## config.mk

```make
export PLATFORM = sky130hd
export DESIGN_NAME = seq_divider
export DESIGN_NICKNAME = d
export VERILOG_FILES = /design/src/rtl/seq_divider.sv
export SDC_FILE = /design/constraint.sdc
export NUM_CORES = 1
export LEC_CHECK = 0
export BUFFER_PORTS_ARGS = -buffer_cell sky130_fd_sc_hd__buf_4
export CAP_MARGIN = 20
export CORE_ASPECT_RATIO = 0.6
export CORE_MARGIN = 2
export CORE_UTILIZATION = 51
export CTS_BUF_LIST = sky130_fd_sc_hd__clkbuf_4 sky130_fd_sc_hd__clkbuf_8
export CTS_CLUSTER_SIZE = 40
export DETAILED_ROUTE_END_ITERATION = 10
export GPL_ROUTABILITY_DRIVEN = 0
export PLACE_DENSITY = 0.78
export SYNTH_ARGS = -nofsm -noshare
export SYNTH_HDL_FRONTEND = slang
export SYNTH_SLANG_ARGS = --single-unit
```

## constraint.sdc

```tcl
create_clock -name clk -period 2.76 [get_ports clk]
set_input_delay 0.552 -clock clk [delete_from_list [all_inputs] [get_ports clk]]
set_output_delay 0.552 -clock clk [all_outputs]
set_load 0.02 [all_outputs]
```

## src/rtl/seq_divider.sv

```systemverilog
// seq_divider: unsigned restoring shift-subtract divider.
// Produces one quotient bit per clock; a divide by zero completes on the
// start edge with an error flag. start/busy/done handshake, outputs registered.
module seq_divider #(
  parameter int WIDTH = 8
) (
  input  logic             clk,
  input  logic             rst,
  input  logic             start,
  input  logic [WIDTH-1:0] dividend,
  input  logic [WIDTH-1:0] divisor,
  output logic             busy,
  output logic             done,
  output logic [WIDTH-1:0] quotient,
  output logic [WIDTH-1:0] remainder,
  output logic             div_by_zero
);

  localparam int CW = $clog2(WIDTH + 1);

  typedef enum logic {
    S_IDLE = 1'b0,
    S_CALC = 1'b1
  } state_t;

  state_t           r_state;
  logic [WIDTH-1:0] r_shift;     // dividend shifting out, quotient bits shifting in
  logic [WIDTH-1:0] r_rem;       // partial remainder; always < divisor, so WIDTH bits hold it
  logic [WIDTH-1:0] r_divisor;
  logic [CW-1:0]    r_count;
  logic             r_busy;
  logic             r_done;
  logic             r_dbz;
  logic [WIDTH-1:0] r_quot;
  logic [WIDTH-1:0] r_rem_out;

  // The shifted partial remainder and trial difference are WIDTH+1 bits so
  // that bit WIDTH of the trial is the explicit borrow.
  logic [WIDTH:0]   w_shifted_rem;
  logic [WIDTH:0]   w_trial;
  logic             w_qbit;
  logic [WIDTH-1:0] w_next_rem;
  logic [WIDTH-1:0] w_next_shift;

  // One restoring iteration: shift in the next dividend bit, trial-subtract, keep or restore.
  always_comb begin
    // NOTE: every signal gets a value on every pass; a missing assignment in
    // always_comb would infer a latch.
    w_shifted_rem = {r_rem, r_shift[WIDTH-1]};
    w_trial       = w_shifted_rem - {1'b0, r_divisor};
    w_qbit        = ~w_trial[WIDTH];
    w_next_rem    = w_qbit ? w_trial[WIDTH-1:0] : w_shifted_rem[WIDTH-1:0];
    w_next_shift  = {r_shift[WIDTH-2:0], w_qbit};
  end

  // Control FSM and datapath registers; the last iteration and completion share an edge.
  always_ff @(posedge clk or posedge rst) begin
    // NOTE: sequential state uses non-blocking assignments so every register
    // samples the pre-edge values, independent of statement order.
    if (rst) begin
      r_state   <= S_IDLE;
      r_shift   <= '0;
      r_rem     <= '0;
      r_divisor <= '0;
      r_count   <= '0;
      r_busy    <= 1'b0;
      r_done    <= 1'b0;
      r_dbz     <= 1'b0;
      r_quot    <= '0;
      r_rem_out <= '0;
    end else begin
      r_done <= 1'b0;
      case (r_state)
        S_IDLE: begin
          if (start) begin
            r_shift   <= dividend;
            r_divisor <= divisor;
            r_rem     <= '0;
            r_count   <= CW'(WIDTH);
            if (divisor != '0) begin
              r_busy  <= 1'b1;
              r_state <= S_CALC;
            end else begin
              // Zero-latency error completion; state stays idle.
              r_busy    <= 1'b0;
              r_done    <= 1'b1;
              r_dbz     <= 1'b1;
              r_quot    <= '1;
              r_rem_out <= dividend;
            end
          end
        end
        S_CALC: begin
          r_rem   <= w_next_rem;
          r_shift <= w_next_shift;
          r_count <= r_count - CW'(1);
          if (r_count == CW'(1)) begin
            r_quot    <= w_next_shift;
            r_rem_out <= w_next_rem;
            r_done    <= 1'b1;
            r_dbz     <= 1'b0;
            r_busy    <= 1'b0;
            r_state   <= S_IDLE;
          end
        end
      endcase
    end
  end

  assign busy        = r_busy;
  assign done        = r_done;
  assign quotient    = r_quot;
  assign remainder   = r_rem_out;
  assign div_by_zero = r_dbz;

endmodule

```

==> reports/metrics.csv, run 1 <==
metric,value,unit
status,completed,
placed_cells_incl_taps,367,
fin_crit_sh,0.965,
ir_drop,0.756,mV
cts_max_level,2,
hpwl,4.43,mm
die_x,95.0,um
synth_top_cell_by_area,dfrtp_1,
clock_latency,0.32,ns
ys_top_cells_by_area,"dfrtp_1 (47%), mux2i_1 (6.3%), nand2_1 (5.9%)",
grt_start_max_net_pins,19,
synth_mux_area_frac,0.0810,
drtPass1Iterations,5,
max_freq,375,MHz
numClockSinks,48,
synth-simple-area-share,0.144,
syn_area,0.00253,mm2
worstPathMaxFanout,5,
synth.distinct_cells,43,
ctsRootBufferMaster,clkbuf_8,
cts_hold_buffers,0,
cts_buffers,5,
areaGrowthSynthToFinish,24.3,%
clock_path_buffers,2,
worstSetupPathType,reg -> reg,
syn_inst,269,
setup_tns,0,ns
vias_per_cell,5.79,
routed_wl,6.30,mm
post-place-ws,0.0125,ns
setup_viol,0,
final_nets,346,
rows,19,
end_kind,flop,
cellLeakagePower,0.00146,uW
synth_xor_area_frac,0.0104,
max_slew_margin,0.610,
gr-total-overflow,0,
worstMarginPinSlew,0.585,ns
syn-mean-instance-area,9.42,um2
syn_nets,299,
fin_worst_skew,0.0148,ns
grt_pass1_vias,2018,
hold_slack,0.195,ns
pin_count,38,
ys_ff_latch,48,
ant_nets,0,
clk_pin_slew_worst_paths,0.10,ns
fin_cells,380,
antenna_found_initial,0,
initial_core_util,0.541,
powerDensity,1500,mW/mm2
postLayoutCoreUtil,0.673,
max_cap_viol_count,0,
yosysSeqAreaShare,0.474,
route.vias.total,2200,
drive_gt1_frac,0.262,
fillers,342,
cts_tree,yes,
route.detailed.drc,0,
synth_fa_ha_area_frac,0.0573,
die-area,0.00557,mm2
drv_slew,0,
synth_compound_area_frac,0.190,
core,0.00468,mm2
synth_top_family_by_area,compound AO/OA/AOI/OAI gates,
synth_top_area_frac,0.474,
synth.yosys.warnings,0,
gr-usage-all-layers,0.243,
cp.required,2.96,ns
die_h,58.6,um
timing.final.ws_setup,0.0954,ns
holdCritPathClass,in -> async,
diodes,0,
finalHoldViolCount,0,
fin_crit,2.66,ns
drtIter0Drc,204,
port_buffers,37,
wire_per_inst,16.6,um
start_kind,flop,
cp.arrival,2.87,ns
grt_pass1_wl,10.2,mm
==> state kept, by name (all words and copies together), names as in the netlist <==
register	flops
r_count	4
r_shift	8
remainder	8
done	1
r_rem	8
busy	1
r_divisor	8
div_by_zero	1
r_state	1
quotient	8
==> routing by layer <==
| metal | GRT usage | share of wire | routed length [um] | vias to the layer above |
|---|---|---|---|---|
| li1 | - | - | - | 1041 |
| met1 | 0.373 | 0.49 | 3070 | 1063 |
| met2 | 0.353 | 0.44 | 2750 | 86 |
| met3 | 0.0627 | 0.064 | 401 | 10 |
| met4 | 0.0476 | 0.012 | 73 | 0 |
| met5 | 0 | 0 | 0 | - |
==> synth_stat cells <==
library cell  instances
o22ai_1              10
a211o_1               1
o211ai_1              1
dfrtp_1              48
nor2b_1               2
nand2_1              40
a2111oi_2             1
nor4_1                2
fa_1                  1
mux2i_1              16
a21o_2                1
nor2_1               22
nand3_1               3
a211oi_1              1
nand4b_1              1
clkbuf_1              5
nand2b_1              1
xor2_1                1
nor3b_1               1
a221oi_2              2
and3_1                2
a211oi_2              1
buf_2                 1
and2_1                2
or3_1                 1
nor3_2                1
o21ai_1               1
a21o_1                1
o22a_1                2
a21oi_1              20
xnor2_1               2
a31oi_1               3
o21ai_0              25
nor3_1                4
inv_1                15
buf_6                 1
o31a_1                1
mux2_2                4
buf_1                 5
o21bai_1              1
o21a_1                5
ha_1                 10
or3b_2                1
==> layout make-up <==
cell class / count / area [um2] / share of cell area
multi-input cells: 194 / 1300 / 0.413
clock inverters: 3 / 46.3 / 0.0147
clock buffers: 5 / 68.8 / 0.0218
inverters: 15 / 56.3 / 0.0179
flip-flops and latches: 48 / 1200 / 0.381
repair buffers: 52 / 398 / 0.126
well taps: 63 / 78.8 / 0.0250
==> power by group <==
part	total, uW	internal, uW	switching, uW
sequential	1310	1040	265
clock	538	273	264
combinational	2880	1380	1500
total	4720	2690	2030
==> per-stage QoR <==
stage | total power (uW) | area (um2)
after detailed placement | 3640 | 2910
after floorplan | 3000 | 2530
after global placement | 3570 | 2910
after global routing | 5050 | 3150
after CTS | 4290 | 3050
final | 4720 | 3150
==> final timing paths <==
check / depth (start not counted) / startpoint / to / slack (ns)
max: 12 / r_shift[7] / r_rem[2] / 0.1
min: 2 / rst / quotient[1] / 0.20
max reg2reg: 12 / r_shift[7] / r_rem[2] / 0.1
min reg2reg: 2 / div_by_zero / div_by_zero / 0.49
max in group asynchronous: 3 / rst / r_divisor[7] / 2.00
min in group clk: 3 / divisor[4] / r_divisor[4] / 0.44
==> cell usage in the layout, fill, tap and decap left out, types with 3 or more instances in the layout <==
| master | count |
|---|---|
| nor3_1 | 4 |
| nand3_1 | 3 |
| o21ai_0 | 24 |
| mux2_2 | 4 |
| o21a_1 | 5 |
| clkbuf_8 | 5 |
| buf_4 | 50 |
| nor2_1 | 22 |
| nand2_1 | 40 |
| ha_1 | 9 |
| inv_2 | 3 |
| a21oi_1 | 19 |
| inv_1 | 12 |
| mux2i_2 | 3 |
| dfrtp_1 | 48 |
| o22ai_1 | 10 |
| a31oi_1 | 3 |
| mux2i_1 | 11 |
==> kinds of logic (layout without fill, tap and decap cells) <==
kind of cell / count (synthesis) / count (layout)
compound gates: 77 / 77
xor+xnor: 3 / 3
fa+ha+maj: 11 / 11
buf+inv: 27 / 75
flops: 48 / 48
mux: 20 / 20
simple gates: 83 / 83
==> worst max-delay path, cell delays in order (launching register included) <==
cell       delay, ns
dfrtp_1         0.40
inv_2           0.08
ha_4            0.14
inv_2           0.04
fa_2            0.38
a211oi_4        0.25
nor3_2          0.08
mux2i_2         0.18
a2111oi_4       0.37
buf_6           0.20
buf_6           0.11
mux2i_4         0.23
o22ai_1         0.11
==> timing repair <==
action / 4_1_cts / 5_1_grt
setup buffers: 3 / 1
endpoints found under the setup margin: 1 / 16
cloned: 1 / 0
gates resized for setup: 1 / 21
pin swaps: 2 / 6
(Power assumes the default switching activity.)
==> inputs of run 2 (changes only) <==
==> config.mk (replaced) <==
export PLATFORM = sky130hd
export DESIGN_NAME = seq_divider
export DESIGN_NICKNAME = d
export VERILOG_FILES = /design/src/rtl/seq_divider.sv
export SDC_FILE = /design/constraint.sdc
export NUM_CORES = 1
export LEC_CHECK = 0
export CAP_MARGIN = 20
export CORE_ASPECT_RATIO = 0.6
export CORE_MARGIN = 2
export CORE_UTILIZATION = 51
export CTS_BUF_LIST = sky130_fd_sc_hd__clkbuf_4 sky130_fd_sc_hd__clkbuf_8
export CTS_CLUSTER_SIZE = 40
export DETAILED_ROUTE_END_ITERATION = 10
export DONT_BUFFER_PORTS = 1
export GPL_ROUTABILITY_DRIVEN = 0
export MAX_ROUTING_LAYER = met4
export PLACE_DENSITY = 0.72
export SYNTH_ARGS = -nofsm -noshare
export SYNTH_HDL_FRONTEND = slang
export SYNTH_SLANG_ARGS = --single-unit
==> run 2 against run 1 <==
  * Clock skew shrank 0.0085 ns
  * Total power decreased by 9.3%
  * Die area is the same
  * Core utilization shrank 7.3 points
  * Critical path depth down 1
  * Sequential share of layout area rose by 4.7 points
  * Flip-flop and latch count stayed put
  * Count of clock-buffer cells in the layout grew 1
  * Sequential power is 8% higher
  * Via count fell by 9.4%
  * Cell area shrank 11%
  * Cell count down 10%
==> reports/metrics.csv, run 2 (same netlist as run 1, synthesis figures left out) <==
metric,value,unit,change
drive_gt1_frac,0.144,,was 0.262
fin_cells,341,,was 380
pin_count,38,,unchanged
cp.required,2.99,ns,was 2.96 ns
fin_worst_skew,0.00629,ns,was 0.0148 ns
setup_viol,0,,unchanged
cp.arrival,2.94,ns,was 2.87 ns
powerDensity,1530,mW/mm2,was 1500 mW/mm2
worstSetupPathType,reg -> reg,,unchanged
rows,19,,unchanged
drtIter0Drc,137,,was 204
core,0.00468,mm2,unchanged
cts_max_level,2,,unchanged
max_freq,369,MHz,was 375 MHz
wl_met2,2.49,mm,was 2.75 mm
r2r_cells,11,,was 12
cts_tree,yes,,unchanged
clock_path_buffers,2,,unchanged
setup_tns,0,ns,unchanged
multi_input_area,0.00126,mm2,was 0.00130 mm2
port_buffers,0,,was 37
ctsRootBufferMaster,clkbuf_8,,unchanged
topRoutingLayerUsed,met4,,unchanged
worstMarginPinSlew,0.597,ns,was 0.585 ns
final_nets,307,,was 346
timing.final.ws_setup,0.0480,ns,was 0.0954 ns
antenna_found_initial,0,,unchanged
grt_pass1_wl,9.32,mm,was 10.2 mm
gr-usage-all-layers,0.232,,was 0.243
die-area,0.00557,mm2,unchanged
hpwl,4.24,mm,was 4.43 mm
placed_cells_incl_taps,329,,was 367
ir_drop,0.655,mV,was 0.756 mV
fin_crit,2.71,ns,was 2.66 ns
finalHoldViolCount,0,,unchanged
route.detailed.drc,0,,unchanged
place_area,0.00263,mm2,was 0.00291 mm2
grt_start_max_net_pins,34,,was 19
clock_latency,0.30,ns,was 0.32 ns
die_x,95.0,um,unchanged
numClockSinks,48,,unchanged
worstPathMaxFanout,5,,unchanged
die_h,58.6,um,unchanged
max_slew_margin,0.601,,was 0.610
holdCritPathClass,in -> async,,unchanged
areaGrowthSynthToFinish,10.8,%,was 24.3%
postLayoutCoreUtil,0.599,,was 0.673
end_kind,flop,,unchanged
max_cap_viol_count,0,,unchanged
most-common-layout-cells,"dfrtp_1 (48), nand2_1 (40), o21ai_0 (24)",,"was buf_4 (50), dfrtp_1 (48), nand2_1 (40)"
r2r_start,r_shift[7],,unchanged
rrSetupSlack,0.05,ns,was 0.1 ns
start_kind,flop,,unchanged
vias_per_cell,5.84,,was 5.79
route.vias.total,1993,,was 2200
post-place-ws,0.00145,ns,was 0.0125 ns
diodes,0,,unchanged
rsz0062_at_grt,true,,
grt_pass1_vias,1802,,was 2018
ant_nets,0,,unchanged
routed_wl,5.99,mm,was 6.30 mm
initial_core_util,0.541,,unchanged
status,completed,,unchanged
fillers,413,,was 342
final_area,0.00281,mm2,was 0.00315 mm2
met3_length,502,um,was 401 um
fin_crit_sh,0.983,,was 0.965
seq_area,0.00120,mm2,unchanged
r2r_end,remainder[4],,was r_rem[2]
cellLeakagePower,0.00127,uW,was 0.00146 uW
gr-total-overflow,0,,unchanged
drtPass1Iterations,4,,was 5
drv_slew,0,,unchanged
cts_buffers,5,,unchanged
wl_met1,2.99,mm,was 3.07 mm
layout_commonest_cell,dfrtp_1,,was buf_4
wire_per_inst,17.6,um,was 16.6 um
cts_hold_buffers,0,,unchanged
clk_pin_slew_worst_paths,0.09,ns,was 0.10 ns
run 2: layout make-up:
class                           count  area share
Tap cell                           63      0.0281
Clock inverter                      2      0.0125
Timing Repair Buffer               13      0.0361
Inverter                           15      0.0201
Clock buffer                        6      0.0272
Sequential cell                    48       0.428
Multi-Input combinational cell    194       0.448
run 2: critical path, cell delays in order (launching register included):
cell and delay (ns):
dfrtp_1 0.41, inv_2 0.08, ha_2 0.18, inv_1 0.06
fa_2 0.35, a211oi_2 0.29, nor3_2 0.08, mux2i_2 0.18
a2111oi_4 0.36, buf_6 0.19, mux2_2 0.35, o21ai_1 0.12
run 2: worst max path at each step:
stage	start	to	slack, ns
floorplan	r_shift[7]	remainder[4]	0.11
global placement	r_shift[7]	remainder[4]	0.1
detailed placement	r_shift[7]	remainder[4]	0.001
CTS	r_shift[7]	remainder[4]	-0.01
global route	r_shift[7]	remainder[4]	-0.03
finish	r_shift[7]	remainder[4]	0.05
run 2: power breakdown:
group / switching, uW / total [uW] / internal, uW
Combinational: 1230 / 2340 / 1110
Sequential: 383 / 1420 / 1040
Clock: 246 / 525 / 279
Total: 1850 / 4290 / 2430
run 2: timing repair:
action	4_1_cts	5_1_grt
cloned	0	1
resized for setup	0	13
pin swaps	0	5
endpoints found under the setup margin	1	16
buffers inserted	2	1
run 2: per-stage QoR:
step	power (uW)	hold WS, ns
3_5_place_dp	3450	0.430
5_1_grt	4590	0.114
3_3_place_gp	3390	0.425
6_report	4290	0.0913
4_1_cts	4030	0.107
2_1_floorplan	3000	0.450
run 2: routing by layer:
metal	vias up	global-route usage
li1	960	-
met1	973	0.357
met2	58	0.310
met3	2	0.0640
met4	0	0.0373
met5	-	-
